**src/rtl/spi_reg_pkg.sv**
```systemverilog
// Shared types and default widths for the SPI-to-register-store bridge.
// Imported by the bridge, its interface and the testbench.
package spi_reg_pkg;

  typedef enum logic [2:0] {
    IDLE,
    CMD,
    WR_DATA,
    RD_DATA,
    DRAIN
  } state_e;

  localparam logic RW_READ    = 1'b1;
  localparam int   DEF_ADDR_W = 7;
  localparam int   DEF_DATA_W = 8;

endpackage

```
**src/rtl/spi_reg_bridge_if.sv**
```systemverilog
// Register-store bus driven by the SPI bridge.
// Write/read strobes, address, write data and registered read data.
interface spi_reg_bridge_if
  import spi_reg_pkg::*;
#(
  parameter int ADDR_W = DEF_ADDR_W,
  parameter int DATA_W = DEF_DATA_W
);

  logic              wr;
  logic              rd;
  logic [ADDR_W-1:0] addr;
  logic [DATA_W-1:0] data_in;
  logic [DATA_W-1:0] data_out;

  modport master (
    output wr, rd, addr, data_in,
    input  data_out
  );

  modport slave (
    input  wr, rd, addr, data_in,
    output data_out
  );

endinterface

```
**src/rtl/spi_sync_edge.sv**
```systemverilog
// Multi-flop synchroniser for an async pin with rise/fall pulse outputs.
// Edges are taken between the last stage and one extra history flop.
module spi_sync_edge #(
  parameter int SYNC_STAGES = 2
) (
  input  logic clk,
  input  logic rst_n,
  input  logic d,
  output logic rise,
  output logic fall
);

  logic [SYNC_STAGES-1:0] sync_q, sync_d;
  logic                   prev_q, prev_d;
  logic                   lvl;

  assign lvl = sync_q[SYNC_STAGES-1];

  always_comb begin
    sync_d = {sync_q[SYNC_STAGES-2:0], d};
    prev_d = lvl;
  end

  always_ff @(posedge clk or negedge rst_n) begin
    if (!rst_n) begin
      sync_q <= '0;
      prev_q <= 1'b0;
    end else begin
      sync_q <= sync_d;
      prev_q <= prev_d;
    end
  end

  assign rise = lvl & ~prev_q;
  assign fall = ~lvl & prev_q;

endmodule

```
**src/rtl/spi_reg_bridge.sv**
```systemverilog
// SPI mode-0 slave turning {rw,addr}+data frames into single-cycle
// register-store strobes; read data is shifted back out on MISO.
module spi_reg_bridge
  import spi_reg_pkg::*;
#(
  parameter int ADDR_W      = DEF_ADDR_W,
  parameter int DATA_W      = DEF_DATA_W,
  parameter int SYNC_STAGES = 2
) (
  input  logic             clk,
  input  logic             rst_n,
  input  logic             sclk,
  input  logic             cs_n,
  input  logic             mosi,
  output logic             miso,
  output logic             miso_oe,
  output logic             frame_err,
  spi_reg_bridge_if.master bus
);

  localparam int RX_W  = (ADDR_W + 1 > DATA_W) ? ADDR_W + 1 : DATA_W;
  localparam int SR_W  = RX_W - 1;
  localparam int CNT_W = $clog2(RX_W + 1);
  localparam logic [CNT_W-1:0] CMD_LAST  = CNT_W'(ADDR_W);
  localparam logic [CNT_W-1:0] DATA_LAST = CNT_W'(DATA_W - 1);

  logic sclk_rise, sclk_fall, cs_rise, cs_fall;
  logic mosi_s;
  logic [RX_W-1:0] rx_word;

  state_e            state_q, state_d;
  logic [CNT_W-1:0]  cnt_q, cnt_d;
  logic [SR_W-1:0]   rx_q, rx_d;
  logic [DATA_W-1:0] tx_q, tx_d;
  logic [ADDR_W-1:0] addr_q, addr_d;
  logic [DATA_W-1:0] data_q, data_d;
  logic [SYNC_STAGES-1:0] mosi_sync_q, mosi_sync_d;
  logic wr_q, wr_d, rd_q, rd_d, ld_q, ld_d;
  logic oe_q, oe_d, ferr_q, ferr_d;

  spi_sync_edge #(.SYNC_STAGES(SYNC_STAGES)) u_sclk (
    .clk  (clk),
    .rst_n(rst_n),
    .d    (sclk),
    .rise (sclk_rise),
    .fall (sclk_fall)
  );

  spi_sync_edge #(.SYNC_STAGES(SYNC_STAGES)) u_cs (
    .clk  (clk),
    .rst_n(rst_n),
    .d    (cs_n),
    .rise (cs_rise),
    .fall (cs_fall)
  );

  assign mosi_s  = mosi_sync_q[SYNC_STAGES-1];
  assign rx_word = {rx_q, mosi_s};

  always_comb begin
    mosi_sync_d = {mosi_sync_q[SYNC_STAGES-2:0], mosi};
    state_d = state_q;
    cnt_d   = cnt_q;
    rx_d    = rx_q;
    tx_d    = tx_q;
    addr_d  = addr_q;
    data_d  = data_q;
    wr_d    = 1'b0;
    rd_d    = 1'b0;
    ld_d    = rd_q;
    oe_d    = oe_q;
    ferr_d  = 1'b0;
    unique case (state_q)
      IDLE: begin
        if (cs_fall) begin
          state_d = CMD;
          cnt_d   = '0;
          rx_d    = '0;
          tx_d    = '0;
          oe_d    = 1'b1;
        end
      end
      CMD: begin
        if (sclk_rise) begin
          rx_d  = rx_word[SR_W-1:0];
          cnt_d = cnt_q + CNT_W'(1);
          if (cnt_q == CMD_LAST) begin
            addr_d = rx_word[ADDR_W-1:0];
            cnt_d  = '0;
            if (rx_word[ADDR_W] == RW_READ) begin
              rd_d    = 1'b1;
              state_d = RD_DATA;
            end else begin
              state_d = WR_DATA;
            end
          end
        end
      end
      WR_DATA: begin
        if (sclk_rise) begin
          rx_d  = rx_word[SR_W-1:0];
          cnt_d = cnt_q + CNT_W'(1);
          if (cnt_q == DATA_LAST) begin
            data_d  = rx_word[DATA_W-1:0];
            wr_d    = 1'b1;
            state_d = DRAIN;
          end
        end
      end
      RD_DATA: begin
        // Fall after the last command bit has cnt 0 and must not shift.
        if (ld_q) begin
          tx_d = bus.data_out;
        end else if (sclk_fall && cnt_q != '0) begin
          tx_d = {tx_q[DATA_W-2:0], 1'b0};
        end
        if (sclk_rise) begin
          cnt_d = cnt_q + CNT_W'(1);
          if (cnt_q == DATA_LAST) state_d = DRAIN;
        end
      end
      DRAIN: begin
      end
      default: state_d = IDLE;
    endcase
    if (cs_rise) begin
      state_d = IDLE;
      oe_d    = 1'b0;
      wr_d    = 1'b0;
      rd_d    = 1'b0;
      ferr_d  = (state_q == CMD && cnt_q != '0) ||
                state_q == WR_DATA || state_q == RD_DATA;
    end
  end

  always_ff @(posedge clk or negedge rst_n) begin
    if (!rst_n) begin
      state_q     <= IDLE;
      cnt_q       <= '0;
      rx_q        <= '0;
      tx_q        <= '0;
      addr_q      <= '0;
      data_q      <= '0;
      mosi_sync_q <= '0;
      wr_q        <= 1'b0;
      rd_q        <= 1'b0;
      ld_q        <= 1'b0;
      oe_q        <= 1'b0;
      ferr_q      <= 1'b0;
    end else begin
      state_q     <= state_d;
      cnt_q       <= cnt_d;
      rx_q        <= rx_d;
      tx_q        <= tx_d;
      addr_q      <= addr_d;
      data_q      <= data_d;
      mosi_sync_q <= mosi_sync_d;
      wr_q        <= wr_d;
      rd_q        <= rd_d;
      ld_q        <= ld_d;
      oe_q        <= oe_d;
      ferr_q      <= ferr_d;
    end
  end

  assign miso        = (state_q == RD_DATA) & tx_q[DATA_W-1];
  assign miso_oe     = oe_q;
  assign frame_err   = ferr_q;
  assign bus.wr      = wr_q;
  assign bus.rd      = rd_q;
  assign bus.addr    = addr_q;
  assign bus.data_in = data_q;

endmodule

```
**src/flat_wrapper.sv**
```systemverilog
// flat-port wrapper written by rule: the top's interface ports become plain ports
module spi_reg_bridge_flat import spi_reg_pkg::*;
#(
  parameter int ADDR_W      = DEF_ADDR_W,
  parameter int DATA_W      = DEF_DATA_W,
  parameter int SYNC_STAGES = 2
)
  (clk, rst_n, sclk, cs_n, mosi, miso, miso_oe, frame_err, bus_wr, bus_rd, bus_addr, bus_data_in, bus_data_out);
  spi_reg_bridge_if #(.ADDR_W(ADDR_W), .DATA_W(DATA_W)) bus_i ();
  input  logic clk;
  input  logic rst_n;
  input  logic sclk;
  input  logic cs_n;
  input  logic mosi;
  output logic miso;
  output logic miso_oe;
  output logic frame_err;
  output wire logic [$bits(bus_i.wr)-1:0] bus_wr;
  output wire logic [$bits(bus_i.rd)-1:0] bus_rd;
  output wire logic [$bits(bus_i.addr)-1:0] bus_addr;
  output wire logic [$bits(bus_i.data_in)-1:0] bus_data_in;
  input wire logic [$bits(bus_i.data_out)-1:0] bus_data_out;
  assign bus_wr = bus_i.wr;
  assign bus_rd = bus_i.rd;
  assign bus_addr = bus_i.addr;
  assign bus_data_in = bus_i.data_in;
  assign bus_i.data_out = bus_data_out;
  spi_reg_bridge #(.ADDR_W(ADDR_W), .DATA_W(DATA_W), .SYNC_STAGES(SYNC_STAGES)) u_core (.clk(clk), .rst_n(rst_n), .sclk(sclk), .cs_n(cs_n), .mosi(mosi), .miso(miso), .miso_oe(miso_oe), .frame_err(frame_err), .bus(bus_i));
endmodule
```
**config.mk**
```make
export PLATFORM = sky130hd
export DESIGN_NAME = spi_reg_bridge_flat
export DESIGN_NICKNAME = d
export VERILOG_FILES = /design/src/rtl/spi_reg_pkg.sv /design/src/rtl/spi_reg_bridge_if.sv /design/src/rtl/spi_sync_edge.sv /design/src/rtl/spi_reg_bridge.sv /design/src/flat_wrapper.sv
export SDC_FILE = /design/constraint.sdc
export NUM_CORES = 1
export LEC_CHECK = 0
export ABC_AREA = 1
export CAP_MARGIN = 20
export CORE_MARGIN = 2
export CORE_UTILIZATION = 35
export CTS_BUF_LIST = sky130_fd_sc_hd__clkbuf_8
export DETAILED_ROUTE_END_ITERATION = 16
export GPL_TIMING_DRIVEN = 0
export SYNTH_ARGS = -nofsm -noshare
export SYNTH_HDL_FRONTEND = slang
export SYNTH_SLANG_ARGS = --single-unit
```
**constraint.sdc**
```tcl
create_clock -name clk -period 1.7 [get_ports clk]
set_clock_uncertainty 0.2 [all_clocks]
set_input_delay 0.34 -clock clk [delete_from_list [all_inputs] [get_ports clk]]
set_output_delay 0.34 -clock clk [all_outputs]
set_load 0.02 [all_outputs]
```
Yosys cells after proc, flatten, opt, wreduce, memory -nomap -nowiden --
Cells that the tools add are included. Widths: inputs -> output; s select.
Cells by class: add/subtract/negate cells 1, equality and inequality tests 16, muxes and demuxes 33, bitwise operators 9, reduce and logical (&&, ||, !) cells 20
Operators by type and width (count):
- $mux 8 | 3
- $mux 3 | 6
- $ne 3x1->1 const B | 6
- $mux 4 | 4
- $pmux 8 s2 | 1
- $mux 1 | 14
- $mux 7 | 2
- $pmux 7 s2 | 1
- $pmux 3 s4 | 1
- $pmux 4 s3 | 1
- $reduce_and 3->1 | 4
- $ne 2x1->1 const B | 5
- $reduce_bool 2->1 | 4
- $eq 3x2->1 const B | 2
- $reduce_and 6->1 | 1
- $and 1x1->1 | 5
- $add 4x1->4 const B | 1
- $eq 4x3->1 const B | 1
- $not 1->1 | 4
- $reduce_and 4->1 | 1
- $reduce_bool 4->1 | 1
- $reduce_or 2->1 | 2
- $eq 3x1->1 const B | 1
- $eq 3x3->1 const B | 1
- 5 further kinds | 7
Word-level totals: register bits after elaboration 50, output and inout port bits 20, logic and storage cells 95

Logic depth before layout (Yosys ltp) --
depth in word-level cells 6, depth in mapped cells 10, depth with buffers taken out 10

Modules after synthesis --
A second synthesis with hierarchy kept.
Unflattened totals: cell total of the unflattened synthesis 249, area total of the unflattened synthesis 2215.9 µm²
By module, submodules not included:
- spi_reg_bridge | instances 1, cells each 235, area each 2035.7 µm²
- spi_sync_edge | instances 2, cells each 7, area each 90.1 µm²

Least setup slack after synthesis --
No wires, ideal clock.
path type register -> register, from reg u_core.cnt_q[0], to reg u_core.data_q[7] (netlist: u_core.bus.data_in[7]), library setup time 0.117 ns, arrival time 1.351 ns, required time 1.383 ns, setup slack 0.032 ns, cell stages (with the launch flop) 10, path buffers 2, clock period less this slack 1.668 ns, cell sequence dfrtp_1 > ha_1 > nand2_2 > nor2_2 > nand2_1 > or2_1 > buf_6 > buf_6 > nand2_2 > o21ai_2
On the way: word-level cells in the longest chain between the ends 2
RTL lines:
- start: declaration | line spi_reg_bridge.sv:32 | logic [CNT_W-1:0] cnt_q, cnt_d;
- start signal: assignment | line spi_reg_bridge.sv:152 | cnt_q <= cnt_d;
- $eq 4x3->1 | line spi_reg_bridge.sv:103 | if (cnt_q == DATA_LAST) begin
- $reduce_and 3->1 (no line)
- end signal: assignment | line spi_reg_bridge.sv:156 | data_q <= data_d;
- end: declaration | line spi_reg_bridge.sv:36 | logic [DATA_W-1:0] data_q, data_d;
No other way between the ends. A chain may end at the register's enable or synchronous reset.

Worst setup path in the final report --
from reg u_core.state_q[2], to out miso
On the way: word-level cells in the longest chain between the ends 2
RTL lines:
- start: declaration | line spi_reg_bridge.sv:31 | state_e state_q, state_d;
- start signal: assignment | line spi_reg_bridge.sv:151 | state_q <= state_d;
- $eq 3x2->1 | line spi_reg_bridge.sv:166 | assign miso = (state_q == RD_DATA) & tx_q[DATA_W-1];
- $and 1x1->1 | line spi_reg_bridge.sv:166
- end: declaration | line flat_wrapper.sv:15 | output logic miso;
No other way between the ends.

==> impl_metrics.csv <==
group,metric,value,unit
drt,ant_nets,0,
drt,drt-pass1-iter-count,4,
synth,yosys_warnings,0,
synth,ys_async_sr_fraction,1.000,
sta,finalCriticalPeriod,1.787,ns
placed_design,dp_hpwl,3043,µm
synth,ys_seq_area_frac,0.5405,
sta,whs,0.1565,ns
sta,slew_headroom,0.6385,
worst_setup_path,critical_path.max_fanout,8,
final_layout,final_cells,384,
synth,synthTopCellsByCount,"nand2_1, dfrtp_1, inv_1, o21ai_0, nand3_1",
worst_setup_path,start_kind,"flop",
synth,yosysTopAreaCell,"dfrtp_1",
sta,post-route-period-util,1.051,
final_layout,antennaDiodeCount,0,
synth,synth.avg_cell_area,9.185,µm²
final_layout,final_layout_size_suffix_gt1_frac,0.2704,
worst_setup_path,r2r_cells,10,
sta,setup_ws,-0.08719,ns
floorplan,die_w,85.33,µm
synth,ys.flop_type,"dfrtp_1",
placed_design,dpl.cell_count,362,
worst_setup_path,critPathKind,"reg -> out",
synth,synth_edf_count,0,
synth,yosysTopAreaCellShare,0.5405,
synth,yosysMostFrequentCell,"nand2_1",
worst_setup_path,cp.required,1.16,ns
sta,fin_tns_setup,-0.08719,ns
sta,hold_viol_final,0,
synth,mappedNetlistNets,269,
drt,viasPerCell,4.682,
outcome,status,"finished, violations left",
synth,postSynthCellCount,252,
clocking,htreeDepth,2,
sta,fmax,559.5,MHz
global_route,grt_usage,0.1297,
synth,synth_seq_cells,50,
final_layout,fin_nets,323,
flow_run,cap_viol_max_count,0,
outcome,violations,"setup timing",
placed_design,io_buffer_count,32,
global_route,overflow,0,
clocking,root_buffer,"clkbuf_8",
power,peakVddDrop,0.6179,mV
drt,wire_per_inst,11.68,µm
drt,finalWirelength,4484,µm
floorplan,rows,29,
power,power,3.776,mW
sta,tightest_slew,0.5423,ns
synth,netlist_area,0.002315,mm²
sta,maxSlewViolCount,0,
clocking,cts_tree,"yes",
floorplan,core-area,0.006386,mm²
floorplan,start_util,0.3625,
global_route,grt_antenna_before_repair,0,
clocking,clkTransAtPathRegs,0.09,ns
global_route,grt_pass1_wl,7583,µm
final_layout,final_core_util,0.4867,
global_route,grt_pass1_vias,1691,
sta,setup-violations-final,1,
worst_setup_path,cp.arrival,1.25,ns
clocking,clkLatencyLatePin,0.30,ns
hold_path,hold_class,"reg -> reg",
floorplan,pin_count,33,
clocking,cts_made_buffers,5,
hold_path,hold_depth,0,
power,power_leakage,1.526,nW
clocking,cts_sinks,50,
final_layout,synthToLayoutAreaGrowth,34.27,%
global_route,grt_start_max_net_pins,29,
synth,synth_cell_types,30,
drt,dr_total_vias,1798,
clocking,clk_path_buf_depth,2,
placed_design,gp_congestion,0.8345,
floorplan,die_h,85.33,µm
floorplan,die-area,0.007280,mm²
drt,drc,0,
worst_setup_path,critPathCaptureType,"output port",
drt,drt-initial-drc-count,93,
sta,grt_setup_unrepaired,"yes",
synth,synth_area_leaders,"dfrtp_1, nand2_1, inv_1",
power,powerDensity,1215,mW/mm²
layer usage:
metal / share of wire / global-route usage / vias up / routed length, µm
li1: - / - / 909 / -
met1: 0.48 / 0.1808 / 843 / 2133
met2: 0.46 / 0.1896 / 36 / 2052
met3: 0.045 / 0.03599 / 10 / 201
met4: 0.021 / 0.05483 / 0 / 95
met5: 0 / 0 / - / 0
state kept, by name, summed over array words and instances (netlist names):
| name | count |
|---|---|
| u_core.miso_oe | 1 |
| u_core.tx_q | 8 |
| u_core.bus.data_in | 8 |
| u_core.bus.addr | 7 |
| u_core.u_cs.prev_q | 1 |
| u_core.frame_err | 1 |
| u_core.rx_q | 7 |
| u_core.bus.rd | 1 |
| u_core.bus.wr | 1 |
| u_core.u_sclk.sync_q | 2 |
| u_core.cnt_q | 4 |
| u_core.u_sclk.prev_q | 1 |
| u_core.mosi_sync_q | 2 |
| u_core.state_q | 3 |
| u_core.u_cs.sync_q | 2 |
| u_core.ld_q | 1 |
area by class of cell:
type	instances	area, µm²
fill	618	3278
clock inverter	2	60.06
timing repair buffer	48	462.9
inverter	32	122.6
multi-input combinational	164	965.9
sequential	50	1254
tap	77	96.34
clock buffer	6	82.58
buffer	5	63.81
what timing repair did:
item,CTS,global route
endpoints found under the setup margin,45,35
hold buffers,1,0
pin swaps,4,5
gates resized for setup,34,22
cloned,0,2
buffers inserted,7,5
hold endpoints to repair,22,0
worst max-delay path, cell delays in order (launching register included):
cell     delay, ns
dfrtp_2       0.44
nor2_4        0.12
nand2_2       0.06
buf_6         0.13
nor2_4        0.07
buf_6         0.11
metrics by stage:
step / cell area [µm²] / setup slack, ns
6_report: 3108 / -0.08719
5_1_grt: 3108 / -0.1463
4_1_cts: 2950 / -0.1099
3_5_place_dp: 2746 / -0.3677
3_3_place_gp: 2731 / -1.393
2_1_floorplan: 2315 / 0.03173
cells in the final DEF (no fill, tap or decap), drive strengths merged, types with 2 or more instances in the layout:
| master | count |
|---|---|
| a21oi | 4 |
| buf | 20 |
| bufinv | 2 |
| clkbuf | 8 |
| clkdlybuf4s50 | 11 |
| dfrtp | 50 |
| dlygate4sd2 | 19 |
| ha | 4 |
| inv | 31 |
| nand2 | 73 |
| nand3 | 20 |
| nor2 | 13 |
| o21ai | 35 |
| or2 | 8 |
final timing paths:
kind / startpoint / to / slack, ns
setup reg to reg: u_core.state_q[0] / u_core.tx_q[6] / 0.01
hold reg to reg: u_core.u_sclk.sync_q[0] / u_core.u_sclk.sync_q[1] / 0.16
min in group asynchronous: rst_n / u_core.bus.data_in[4] / 0.34
setup / recovery: u_core.state_q[2] / miso / -0.09
hold / removal: u_core.u_sclk.sync_q[0] / u_core.u_sclk.sync_q[1] / 0.16
max in group asynchronous: rst_n / u_core.state_q[1] / 0.40
power breakdown:
group          internal, mW  total [mW]  switching (mW)  leakage, nW
Combinational         0.540        1.37           0.833        0.786
Sequential             1.29        1.39          0.0959        0.669
Clock                 0.627        1.01           0.386       0.0714
logic make-up after synthesis:
kind of cell,after synthesis,synth area share
AOI/OAI and AO/OA,42,0.1173
adders and majority gates,4,0.02162
xor gates and xnor gates,2,0.007569
buffers and inverters,38,0.07946
and+or+nand+nor,116,0.2335
DFF,50,0.5405
No activity file was read; power rests on OpenSTA's default activity.
